### src/rtl/pipeline_hazard_ctrl_pkg.sv
// Shared definitions for the pipeline sequencer: opcode constants,
// default NOP/STOP encodings, FSM state encoding, scoreboard entry type
// and a scoreboard match helper.
package pipeline_hazard_ctrl_pkg;

    localparam logic [3:0] OP_LOAD  = 4'd0;
    localparam logic [3:0] OP_STOP  = 4'd1;
    localparam logic [3:0] OP_STORE = 4'd2;
    localparam logic [3:0] OP_SHIFT = 4'd3;
    localparam logic [3:0] OP_ADD   = 4'd4;
    localparam logic [3:0] OP_BZ    = 4'd5;
    localparam logic [3:0] OP_SUB   = 4'd6;
    localparam logic [3:0] OP_ORI   = 4'd7;
    localparam logic [3:0] OP_NAND  = 4'd8;
    localparam logic [3:0] OP_BNZ   = 4'd9;
    localparam logic [3:0] OP_NOP   = 4'd10;
    localparam logic [3:0] OP_BPZ   = 4'd13;

    localparam logic [3:0] NOP_OP_DEFAULT  = OP_NOP;
    localparam logic [3:0] STOP_OP_DEFAULT = OP_STOP;

    // ori implicitly reads and writes k1
    localparam logic [1:0] REG_K1 = 2'd1;

    typedef enum logic [1:0] {
        ST_RUN   = 2'd0,
        ST_DRAIN = 2'd1,
        ST_HALT  = 2'd2
    } state_t;

    typedef struct packed {
        logic       valid;
        logic [1:0] dest;
    } sb_entry_t;

    function automatic logic sb_match(input sb_entry_t e, input logic [1:0] r);
        return e.valid && (e.dest == r);
    endfunction

endpackage

### src/rtl/pipeline_hazard_ctrl_ir_reg_decode.sv
// Register-usage decode of an 8-bit instruction word.
//  ir        in   8  instruction: [7:6]=Rx, [5:4]=Ry, [3:0]=opcode
//  reads_rx  out  1  instruction reads Rx
//  reads_ry  out  1  instruction reads Ry
//  reads_k1  out  1  instruction reads k1 implicitly (ori)
//  writes    out  1  instruction writes a register
//  dest      out  2  destination register when writes=1
module ir_reg_decode
    import pipeline_hazard_ctrl_pkg::*;
(
    input  logic [7:0] ir,
    output logic       reads_rx,
    output logic       reads_ry,
    output logic       reads_k1,
    output logic       writes,
    output logic [1:0] dest
);

    logic [3:0] op;
    assign op = ir[3:0];

    always_comb begin
        reads_rx = 1'b0;
        reads_ry = 1'b0;
        reads_k1 = 1'b0;
        writes   = 1'b0;
        dest     = ir[7:6];
        case (op)
            OP_ADD, OP_SUB, OP_NAND: begin
                reads_rx = 1'b1;
                reads_ry = 1'b1;
                writes   = 1'b1;
            end
            OP_LOAD: begin
                reads_ry = 1'b1;
                writes   = 1'b1;
            end
            OP_STORE: begin
                reads_rx = 1'b1;
                reads_ry = 1'b1;
            end
            default: begin
                // shift and ori are identified by the low three opcode bits only
                if (op[2:0] == 3'd3) begin
                    reads_rx = 1'b1;
                    writes   = 1'b1;
                end else if (op[2:0] == 3'd7) begin
                    reads_k1 = 1'b1;
                    writes   = 1'b1;
                    dest     = REG_K1;
                end
            end
        endcase
    end

endmodule

### src/rtl/pipeline_hazard_ctrl.sv
// Central sequencer for the 5-stage pipeline (F, IR1, IR2, IR3, IR4).
// Owns PC/IR1 load controls, IR1 squash and IR2 bubble strobes, detects
// RAW hazards against a 3-entry destination scoreboard (EX, MEM, WB),
// flushes on taken branch, drains and halts on stop, counts stall cycles.
//  clock         in   1      rising-edge clock
//  resetn        in   1      asynchronous active-low reset
//  ir1           in   8      instruction in decode
//  branch_taken  in   1      branch in EX resolved taken
//  pc_write      out  1      PC loads this edge
//  pc_sel        out  1      1 = branch target, 0 = PC+1
//  ir1_load      out  1      IR1 loads this edge
//  ir1_squash    out  1      IR1 loads NOP_OP
//  ir2_bubble    out  1      IR2 loads NOP_OP
//  stall         out  1      decode held for a hazard
//  halted        out  1      processor stopped until reset
//  stall_count   out  CNT_W  saturating stall-cycle count
module pipeline_hazard_ctrl
    import pipeline_hazard_ctrl_pkg::*;
#(
    parameter logic [3:0] NOP_OP  = NOP_OP_DEFAULT,
    parameter logic [3:0] STOP_OP = STOP_OP_DEFAULT,
    parameter int         CNT_W   = 16
) (
    input  logic             clock,
    input  logic             resetn,
    input  logic [7:0]       ir1,
    input  logic             branch_taken,
    output logic             pc_write,
    output logic             pc_sel,
    output logic             ir1_load,
    output logic             ir1_squash,
    output logic             ir2_bubble,
    output logic             stall,
    output logic             halted,
    output logic [CNT_W-1:0] stall_count
);

    state_t          state, next_state;
    sb_entry_t [2:0] sb;
    logic      [1:0] drain_cnt;

    logic       dec_rx, dec_ry, dec_k1, dec_wr;
    logic [1:0] dec_dest;
    logic       is_bubble;
    logic       hazard;
    logic       advance;

    ir_reg_decode u_decode (
        .ir       (ir1),
        .reads_rx (dec_rx),
        .reads_ry (dec_ry),
        .reads_k1 (dec_k1),
        .writes   (dec_wr),
        .dest     (dec_dest)
    );

    // A squashed IR1 holds NOP_OP; it must neither hazard nor be recorded
    // even if NOP_OP is overridden to an encoding the decoder treats as a writer.
    assign is_bubble = (ir1[3:0] == NOP_OP);

    always_comb begin
        hazard = 1'b0;
        if (!is_bubble) begin
            for (int unsigned i = 0; i < 3; i++) begin
                if (dec_rx && sb_match(sb[i], ir1[7:6])) hazard = 1'b1;
                if (dec_ry && sb_match(sb[i], ir1[5:4])) hazard = 1'b1;
                if (dec_k1 && sb_match(sb[i], REG_K1))   hazard = 1'b1;
            end
        end
    end

    always_comb begin
        pc_write   = 1'b0;
        pc_sel     = 1'b0;
        ir1_load   = 1'b0;
        ir1_squash = 1'b0;
        ir2_bubble = 1'b0;
        stall      = 1'b0;
        halted     = 1'b0;
        advance    = 1'b0;
        next_state = state;
        case (state)
            ST_HALT: begin
                halted = 1'b1;
            end
            ST_DRAIN: begin
                ir1_load   = 1'b1;
                ir1_squash = 1'b1;
                if (drain_cnt == 2'd2) next_state = ST_HALT;
            end
            ST_RUN: begin
                if (branch_taken) begin
                    pc_sel     = 1'b1;
                    pc_write   = 1'b1;
                    ir1_load   = 1'b1;
                    ir1_squash = 1'b1;
                    ir2_bubble = 1'b1;
                end else if (hazard) begin
                    ir2_bubble = 1'b1;
                    stall      = 1'b1;
                end else if (ir1[3:0] == STOP_OP) begin
                    ir1_load   = 1'b1;
                    ir1_squash = 1'b1;
                    advance    = 1'b1;
                    next_state = ST_DRAIN;
                end else begin
                    pc_write = 1'b1;
                    ir1_load = 1'b1;
                    advance  = 1'b1;
                end
            end
            default: begin
                next_state = ST_RUN;
            end
        endcase
        if (!resetn) begin
            pc_write   = 1'b0;
            pc_sel     = 1'b0;
            ir1_load   = 1'b0;
            ir1_squash = 1'b0;
            ir2_bubble = 1'b0;
            stall      = 1'b0;
            halted     = 1'b0;
            advance    = 1'b0;
        end
    end

    always_ff @(posedge clock or negedge resetn) begin
        if (!resetn) begin
            state       <= ST_RUN;
            sb          <= '0;
            drain_cnt   <= '0;
            stall_count <= '0;
        end else begin
            state <= next_state;
            sb[2] <= sb[1];
            sb[1] <= sb[0];
            sb[0].valid <= advance && dec_wr && !is_bubble;
            sb[0].dest  <= dec_dest;
            drain_cnt   <= (state == ST_DRAIN) ? drain_cnt + 2'd1 : 2'd0;
            if (stall && (stall_count != '1)) stall_count <= stall_count + CNT_W'(1);
        end
    end

endmodule
### config.mk
export PLATFORM = sky130hd
export DESIGN_NAME = pipeline_hazard_ctrl
export DESIGN_NICKNAME = d
export VERILOG_FILES = /design/src/rtl/pipeline_hazard_ctrl_pkg.sv /design/src/rtl/pipeline_hazard_ctrl_ir_reg_decode.sv /design/src/rtl/pipeline_hazard_ctrl.sv
export SDC_FILE = /design/constraint.sdc
export NUM_CORES = 1
export LEC_CHECK = 0
export CAP_MARGIN = 20
export CORE_UTILIZATION = 30
export DETAILED_ROUTE_END_ITERATION = 8
export GPL_TIMING_DRIVEN = 0
export PLACE_DENSITY = 0.52
export SLEW_MARGIN = 25
export SYNTH_ARGS = -nofsm -noshare
export SYNTH_HDL_FRONTEND = slang
export SYNTH_HIERARCHICAL = 1
export SYNTH_SLANG_ARGS = --single-unit
### constraint.sdc
create_clock -name clock -period 2.1 [get_ports clock]
set_input_delay 0.315 -clock clock [delete_from_list [all_inputs] [get_ports clock]]
set_output_delay 0.315 -clock clock [all_outputs]
set_load 0.02 [all_outputs]
==> results of run 1 <==
==> placed cells by master (no fill, tap or decap), types with 2 or more instances in the layout <==
cell type and instances:
dfrtp_1 28, buf_4 26, clkdlybuf4s50_1 18, xnor2_1 14, nor2_1 11, nand2_1 8
nand4_1 7, inv_1 7, and3_1 7, buf_6 7, nand2b_1 6, nand3_2 6
xor2_1 5, clkbuf_8 5, dlygate4sd2_1 5, nand4b_1 4, nand3_1 4, nor3_1 3
nor2_2 3, nand3_4 3, xor2_2 2, o22ai_2 2, nor3_2 2, nand4bb_1 2
a31oi_4 2, a21oi_2 2, and2_1 2, and4_1 2, nand4_4 2, a41oi_1 2
ha_1 2, clkinv_2 2, buf_2 2
==> power breakdown <==
group	total [uW]	switching (uW)	leakage [uW]	internal, uW
sequential	575	8.65	0.000380	566
combinational	132	68.4	0.000690	63.8
clock	451	222	0.0000450	229
==> timing repair <==
action,in CTS,in global routing
gates cloned,0,1
setup buffers,9,16
endpoints found under the setup margin,24,17
pin swaps,13,12
gates resized for setup,67,23
hold endpoints to repair,7,0
hold buffers,2,0
==> final cells by class <==
class	count	area, um2	share of cell area
Buffer	1	15.0	0.00563
Clock buffer	6	72.6	0.0272
Clock inverter	2	10.0	0.00375
Inverter	7	26.3	0.00985
Multi-Input combinational cell	128	1140	0.427
Sequential cell	29	727	0.273
Tap cell	70	87.6	0.0328
Timing Repair Buffer	62	591	0.221
==> routing by layer <==
metal,routed length (um),up-vias,part of all wire
li1,-,742,-
met1,2080,752,0.46
met2,2170,36,0.48
met3,229,10,0.050
met4,76,0,0.017
met5,0,-,0
==> metrics by stage <==
step                setup WS (ns)  area, um2  TNS, ns
floorplan                  -0.135       1730   -0.234
CTS                        -0.383       2400    -1.50
finish                     -0.329       2670    -1.46
global route               -0.397       2670    -2.17
detailed placement          -1.42       2170   -19.93
global placement            -1.95       2150   -31.98
==> path summary, 6_finish.rpt <==
kind | start | end | slack, ns
max in group asynchronous | resetn | sb[3] | 1.27
min in group clock | ir1[1] | sb[0] | 0.34
min reg2reg | drain_cnt[0] | drain_cnt[0] | 0.42
max | ir1[0] | ir1_load | -0.33
max reg2reg | sb[0] | stall_count[10] | 0.08
min | resetn | sb[5] | 0.22
==> cell families (layout without fill, tap and decap cells) <==
family                   Yosys count  count (layout)  share of synthesized area
AO/OA/AOI/OAI                     18              18                     0.0784
XOR/XNOR                          21              21                      0.110
adder cells (fa/ha/maj)            2               2                     0.0149
buffers and inverters              8              78                     0.0224
flip-flops                        29              29                      0.433
multiplexers                       4               4                     0.0261
AND/OR/NAND/NOR                   83              83                      0.316
==> worst register-to-register path, cell delays in order (launching register included) <==
cell	delay [ns]
dfrtp_1	0.42
xor2_1	0.20
nor3_2	0.08
a311oi_4	0.42
buf_4	0.20
nand3_4	0.15
nand4_1	0.12
mux2_1	0.32
==> state kept, by name, indices dropped and copies added (netlist names) <==
register,cells
drain_cnt,2
sb,9
stall_count,16
state,2
==> results.yml, run 1 <==
critical_path:
  worst-path-max-fanout: 5
  cp.depth: 10
  end_kind: "output port"
  worstPathArrival_ns: 2.11
  critical_path.max_stage_delay_ns: 0.54
  path_buf_inv: 3
  path_cells: "buf_12 -> or4b_4 -> o221ai_4 -> nand4bb_1 -> o22ai_2 -> a311oi_4 -> a31oi_4 -> buf_4 -> a21oi_2 -> buf_4"
  critPathKind: "in -> out"
  r2r.worst_path.cells: 7
  cpMostUsedCell: "buf_4"
  cp-start-kind: "primary input"
  critPathRequiredTime_ns: 1.78
  crit_family: "compound AO/OA/AOI/OAI gates"
  critPathSlowestCell: "or4b_4"
status:
  violations: "setup timing"
  status: "finished, violations left"
global_route:
  use_met3: 0.0452
  grt_pass1_vias: 1478
  grt_usage: 0.157
  grt-ovfl-total: 0
  grtUsageMet2: 0.254
  grt_pass1_wl_um: 7210
  antenna_found_initial: 0
  grtUsageMet1: 0.198
  grt_max_degree: 23
  top_usage_layer: "met2"
sta:
  fmax_mhz: 412
  slew_violations: 0
  finalHoldViolations: 0
  setup_ws_ns: -0.329
  rsz0062_at_grt: "yes"
  fin_skew_ns: 0.00588
  worst_slew_pin_slew_ns: 0.657
  relSlewSlack: 0.556
  period_share: 1.16
  whs_ns: 0.223
  final-setup-viol-count: 6
  period_needed_ns: 2.43
logic_synthesis:
  syn_area_um2: 1680
  ys_top_cells_by_area: "dfrtp_1 (43%), xnor2_1 (7.3%), xor2_1 (3.7%), nor2_1 (3.1%), nand3_1 (2.7%)"
  yosys_warnings: 6
  ys_top_cells_by_count: "dfrtp_1 (29), nor2_1 (14), xnor2_1 (14), nand2_1 (9), nand3_1 (9)"
  synth-async-reset-ratio: 1.00
  synth_cell_type_count: 42
  synth-edff-count: 0
  synth.top_cell.area_share: 0.433
  synth_cells: 165
  yosys.area.top_type: "dfrtp_1"
  synth_ff_type: "dfrtp_1"
  seq_area_frac_synth: 0.433
  synthMostInstantiatedCell: "dfrtp_1"
  ys_seq_elements: 29
  synth.avg_cell_area_um2: 10.2
  synth_fp_nets: 178
power:
  power_uw: 1160
  leakage_uw: 0.00111
  pwr_density_cell_nw_per_um2: 434
  ir_drop_mv: 0.218
die:
  row_count: 26
  core_area_um2: 5240
  initial_core_util: 0.320
  io_pins: 34
  die_x_um: 76.8
  dieArea_um2: 5890
  die_h_um: 76.8
route:
  drt-initial-drc-count: 41
  via_per_inst: 5.05
  wl_per_cell_um: 15.0
  route.vias.total: 1540
  drc: 0
  firstDrtPassIters: 4
  wl_um: 4560
  detail-route-antenna-nets: 0
clocking:
  cts-buffers-inserted: 5
  cts_root_buffer: "clkbuf_8"
  insertion_delay_ns: 0.28
  cts_max_level: 2
  cts_max_path_buffers: 2
  clock-sinks: 29
  path_clk_slew_ns: 0.07
  cts_tree: "done"
place:
  dp_hpwl_um: 2970
  dp_cells: 269
  gp_congestion: 0.827
  port_buffers: 33
worst_hold_path:
  min_path_type: "in -> async"
layout:
  fillers: 488
  diodes: 0
  drive_gt1_frac: 0.362
  final_nets: 247
  post-route-util: 0.509
  stdcell_count: 305
  area_delta_synth_final_pct: 59.1
job:
  maxCapViolations: 0
Power figures use the tool's default switching activity.
==> run 2, diff against run 1 <==
--- a/config.mk
+++ b/config.mk
@@ -9,6 +9,7 @@
 export CORE_UTILIZATION = 30
 export DETAILED_ROUTE_END_ITERATION = 8
 export GPL_TIMING_DRIVEN = 0
+export HOLD_SLACK_MARGIN = 0.05
 export PLACE_DENSITY = 0.52
 export SLEW_MARGIN = 25
 export SYNTH_ARGS = -nofsm -noshare
==> results of run 2 <==
No change in the layout: final DEF, timing and power equal those of run 1.
==> run 3, diff against run 2 <==
--- a/config.mk
+++ b/config.mk
@@ -6,11 +6,13 @@
 export NUM_CORES = 1
 export LEC_CHECK = 0
 export CAP_MARGIN = 20
+export CORE_ASPECT_RATIO = 1.25
 export CORE_UTILIZATION = 30
 export DETAILED_ROUTE_END_ITERATION = 8
 export GPL_TIMING_DRIVEN = 0
 export HOLD_SLACK_MARGIN = 0.05
-export PLACE_DENSITY = 0.52
+export PLACE_DENSITY = 0.54
+export SKIP_LAST_GASP = 1
 export SLEW_MARGIN = 25
 export SYNTH_ARGS = -nofsm -noshare
 export SYNTH_HDL_FRONTEND = slang
==> run 3 against run 2 <==
The run still ends with setup timing left. Worst hold slack worse by 0.017 ns. Total power up 0.57%. Wire length shrank 8.3%. Critical path type unchanged.
==> results.yml, run 3 (same netlist as run 1, synthesis figures left out) <==
status:
  status: "finished, violations left"
  violations: "setup timing"
global_route:
  grt_max_degree: 22
  grt_pass1_wl_um: 6890
  grt_pass1_vias: 1474
  grt-ovfl-total: 0
  grt_usage: 0.157
  antenna_found_initial: 0
power:
  internal_power_uw: 886
  power_switching_uw: 279
  ir_drop_mv: 0.324
  p_comb_frac: 0.106
  power_uw: 1160
  pwr_density_cell_nw_per_um2: 471
  seq_power_share: 0.495
  switching_share: 0.239
  clkPwrFrac: 0.400
  leakage_uw: 0.00105
sta:
  worst_slew_pin_slew_ns: 0.646
  slew_violations: 0
  fin_skew_ns: 0.00539
  rsz0062_at_grt: "yes"
  finalHoldViolations: 0
  period_needed_ns: 2.46
  setup_ws_ns: -0.357
  final-setup-viol-count: 5
  period_share: 1.17
  tns_ns: -1.54
  fmax_mhz: 407
  relSlewSlack: 0.563
place:
  dp_hpwl_um: 2800
  gp_congestion: 0.758
  post-place-ws_ns: -1.40
  port_buffers: 33
  dpl_cell_area_um2: 2160
job:
  maxCapViolations: 0
critical_path:
  worstPathArrival_ns: 2.14
  critPathRequiredTime_ns: 1.78
  critPathSlowestCell: "or4b_4"
  critPathKind: "in -> out"
  end_kind: "output port"
  cp-start-kind: "primary input"
  cpMostUsedCell: "buf_6"
  worst-path-max-fanout: 5
  path_cells: "buf_12 -> or4b_4 -> o221ai_4 -> nand4_1 -> o22ai_1 -> a41oi_2 -> a31oi_4 -> buf_6 -> nor2_4 -> nor2_2 -> buf_6"
  critical_path.max_stage_delay_ns: 0.54
clocking:
  cts_root_buffer: "clkbuf_8"
  cts_max_level: 2
  insertion_delay_ns: 0.28
  cts_max_path_buffers: 2
  clock-sinks: 29
  path_clk_slew_ns: 0.06
  cts_tree: "done"
  cts-buffers-inserted: 5
layout:
  drive_gt1_frac: 0.299
  diodes: 0
  top_register: "stall_count"
  reg_top3: "stall_count x16, sb x9"
  post-route-util: 0.457
  final_nets: 234
  area_delta_synth_final_pct: 47.4
  final_common_cell: "dfrtp_1"
  final_cell_area_um2: 2470
  largest_register_ffs: 16
  final_cell_mix: "dfrtp_1 (28), clkdlybuf4s50_1 (17), xnor2_1 (14), buf_4 (14), nor2_1 (10)"
die:
  die_x_um: 68.9
  dieArea_um2: 5890
  initial_core_util: 0.310
  die_h_um: 85.6
  row_count: 30
  core_area_um2: 5410
  io_pins: 34
route:
  top_layer_used: "met4"
  wl_met3_um: 196
  detail-route-antenna-nets: 0
  route.vias.total: 1493
  drc: 0
  drt-initial-drc-count: 86
  met1_length_um: 1850
  wl_um: 4180
  via_per_inst: 5.24
  wl_per_cell_um: 14.7
  wl_met2_um: 2070
  firstDrtPassIters: 4
worst_hold_path:
  min_path_type: "in -> async"
[run 3: changes by cell type in the layout (fill, tap and decap cells not counted), sizes merged]
cell,delta
clkinv,-2
clkdlybuf4s15,+1
clkdlybuf4s50,-1
buf,-13
dlygate4sd2,+1
[run 3: path summary, 6_finish.rpt]
kind / startpoint / to / slack, ns / depth (start not counted)
max: ir1[0] / ir2_bubble / -0.36 / 11
min: resetn / sb[5] / 0.21 / 3
max reg2reg: sb[3] / stall_count[1] / 0.11 / 6
min reg2reg: drain_cnt[0] / drain_cnt[0] / 0.42 / 1
max in group asynchronous: resetn / sb[3] / 1.29 / 2
min in group clock: ir1[1] / sb[0] / 0.40 / 3
[run 3: per-stage QoR]
step	hold WS, ns	instances
after floorplan	0.0194	165
after detailed placement	0.200	263
after global placement	0.416	262
final	0.206	285
after global routing	0.261	285
after CTS	0.394	282
[run 3: worst max-delay path, delay by kind of cell]
kind | cells | cell delay, ns
simple gates | 4 | 0.79
buf+inv | 3 | 0.36
compound gates | 4 | 0.66
[run 3: power groups by stage]
stage / Sequential [uW] / Clock (uW) / Combinational, uW
2_1_floorplan: 584 / 0 / 40.8
3_3_place_gp: 587 / 0 / 91.6
3_5_place_dp: 587 / 0 / 96.3
4_1_cts: 575 / 481 / 120
5_1_grt: 576 / 500 / 135
6_report: 576 / 466 / 123
[run 3: cell type report]
type | instances | area (um2)
Buffer | 1 | 11.3
Clock buffer | 7 | 86.3
Fill cell | 550 | 2930
Inverter | 7 | 26.3
Multi-Input combinational cell | 128 | 1070
Sequential cell | 29 | 727
Tap cell | 64 | 80.1
Timing Repair Buffer | 49 | 474
[run 3: per-layer routing]
layer,up-vias,global-route usage
met1,731,0.202
met4,0,0.0575
met3,9,0.0426
met2,35,0.247
li1,718,-
met5,-,0
[run 3: repair_timing]
item                                    in CTS  in global routing
hold buffers                                 2                  0
endpoints found under the hold margin        8                  0
resized for setup                           71                  7
pin swaps                                   13                  9
setup buffers                               10                  3
endpoints found under the setup margin      24                 19
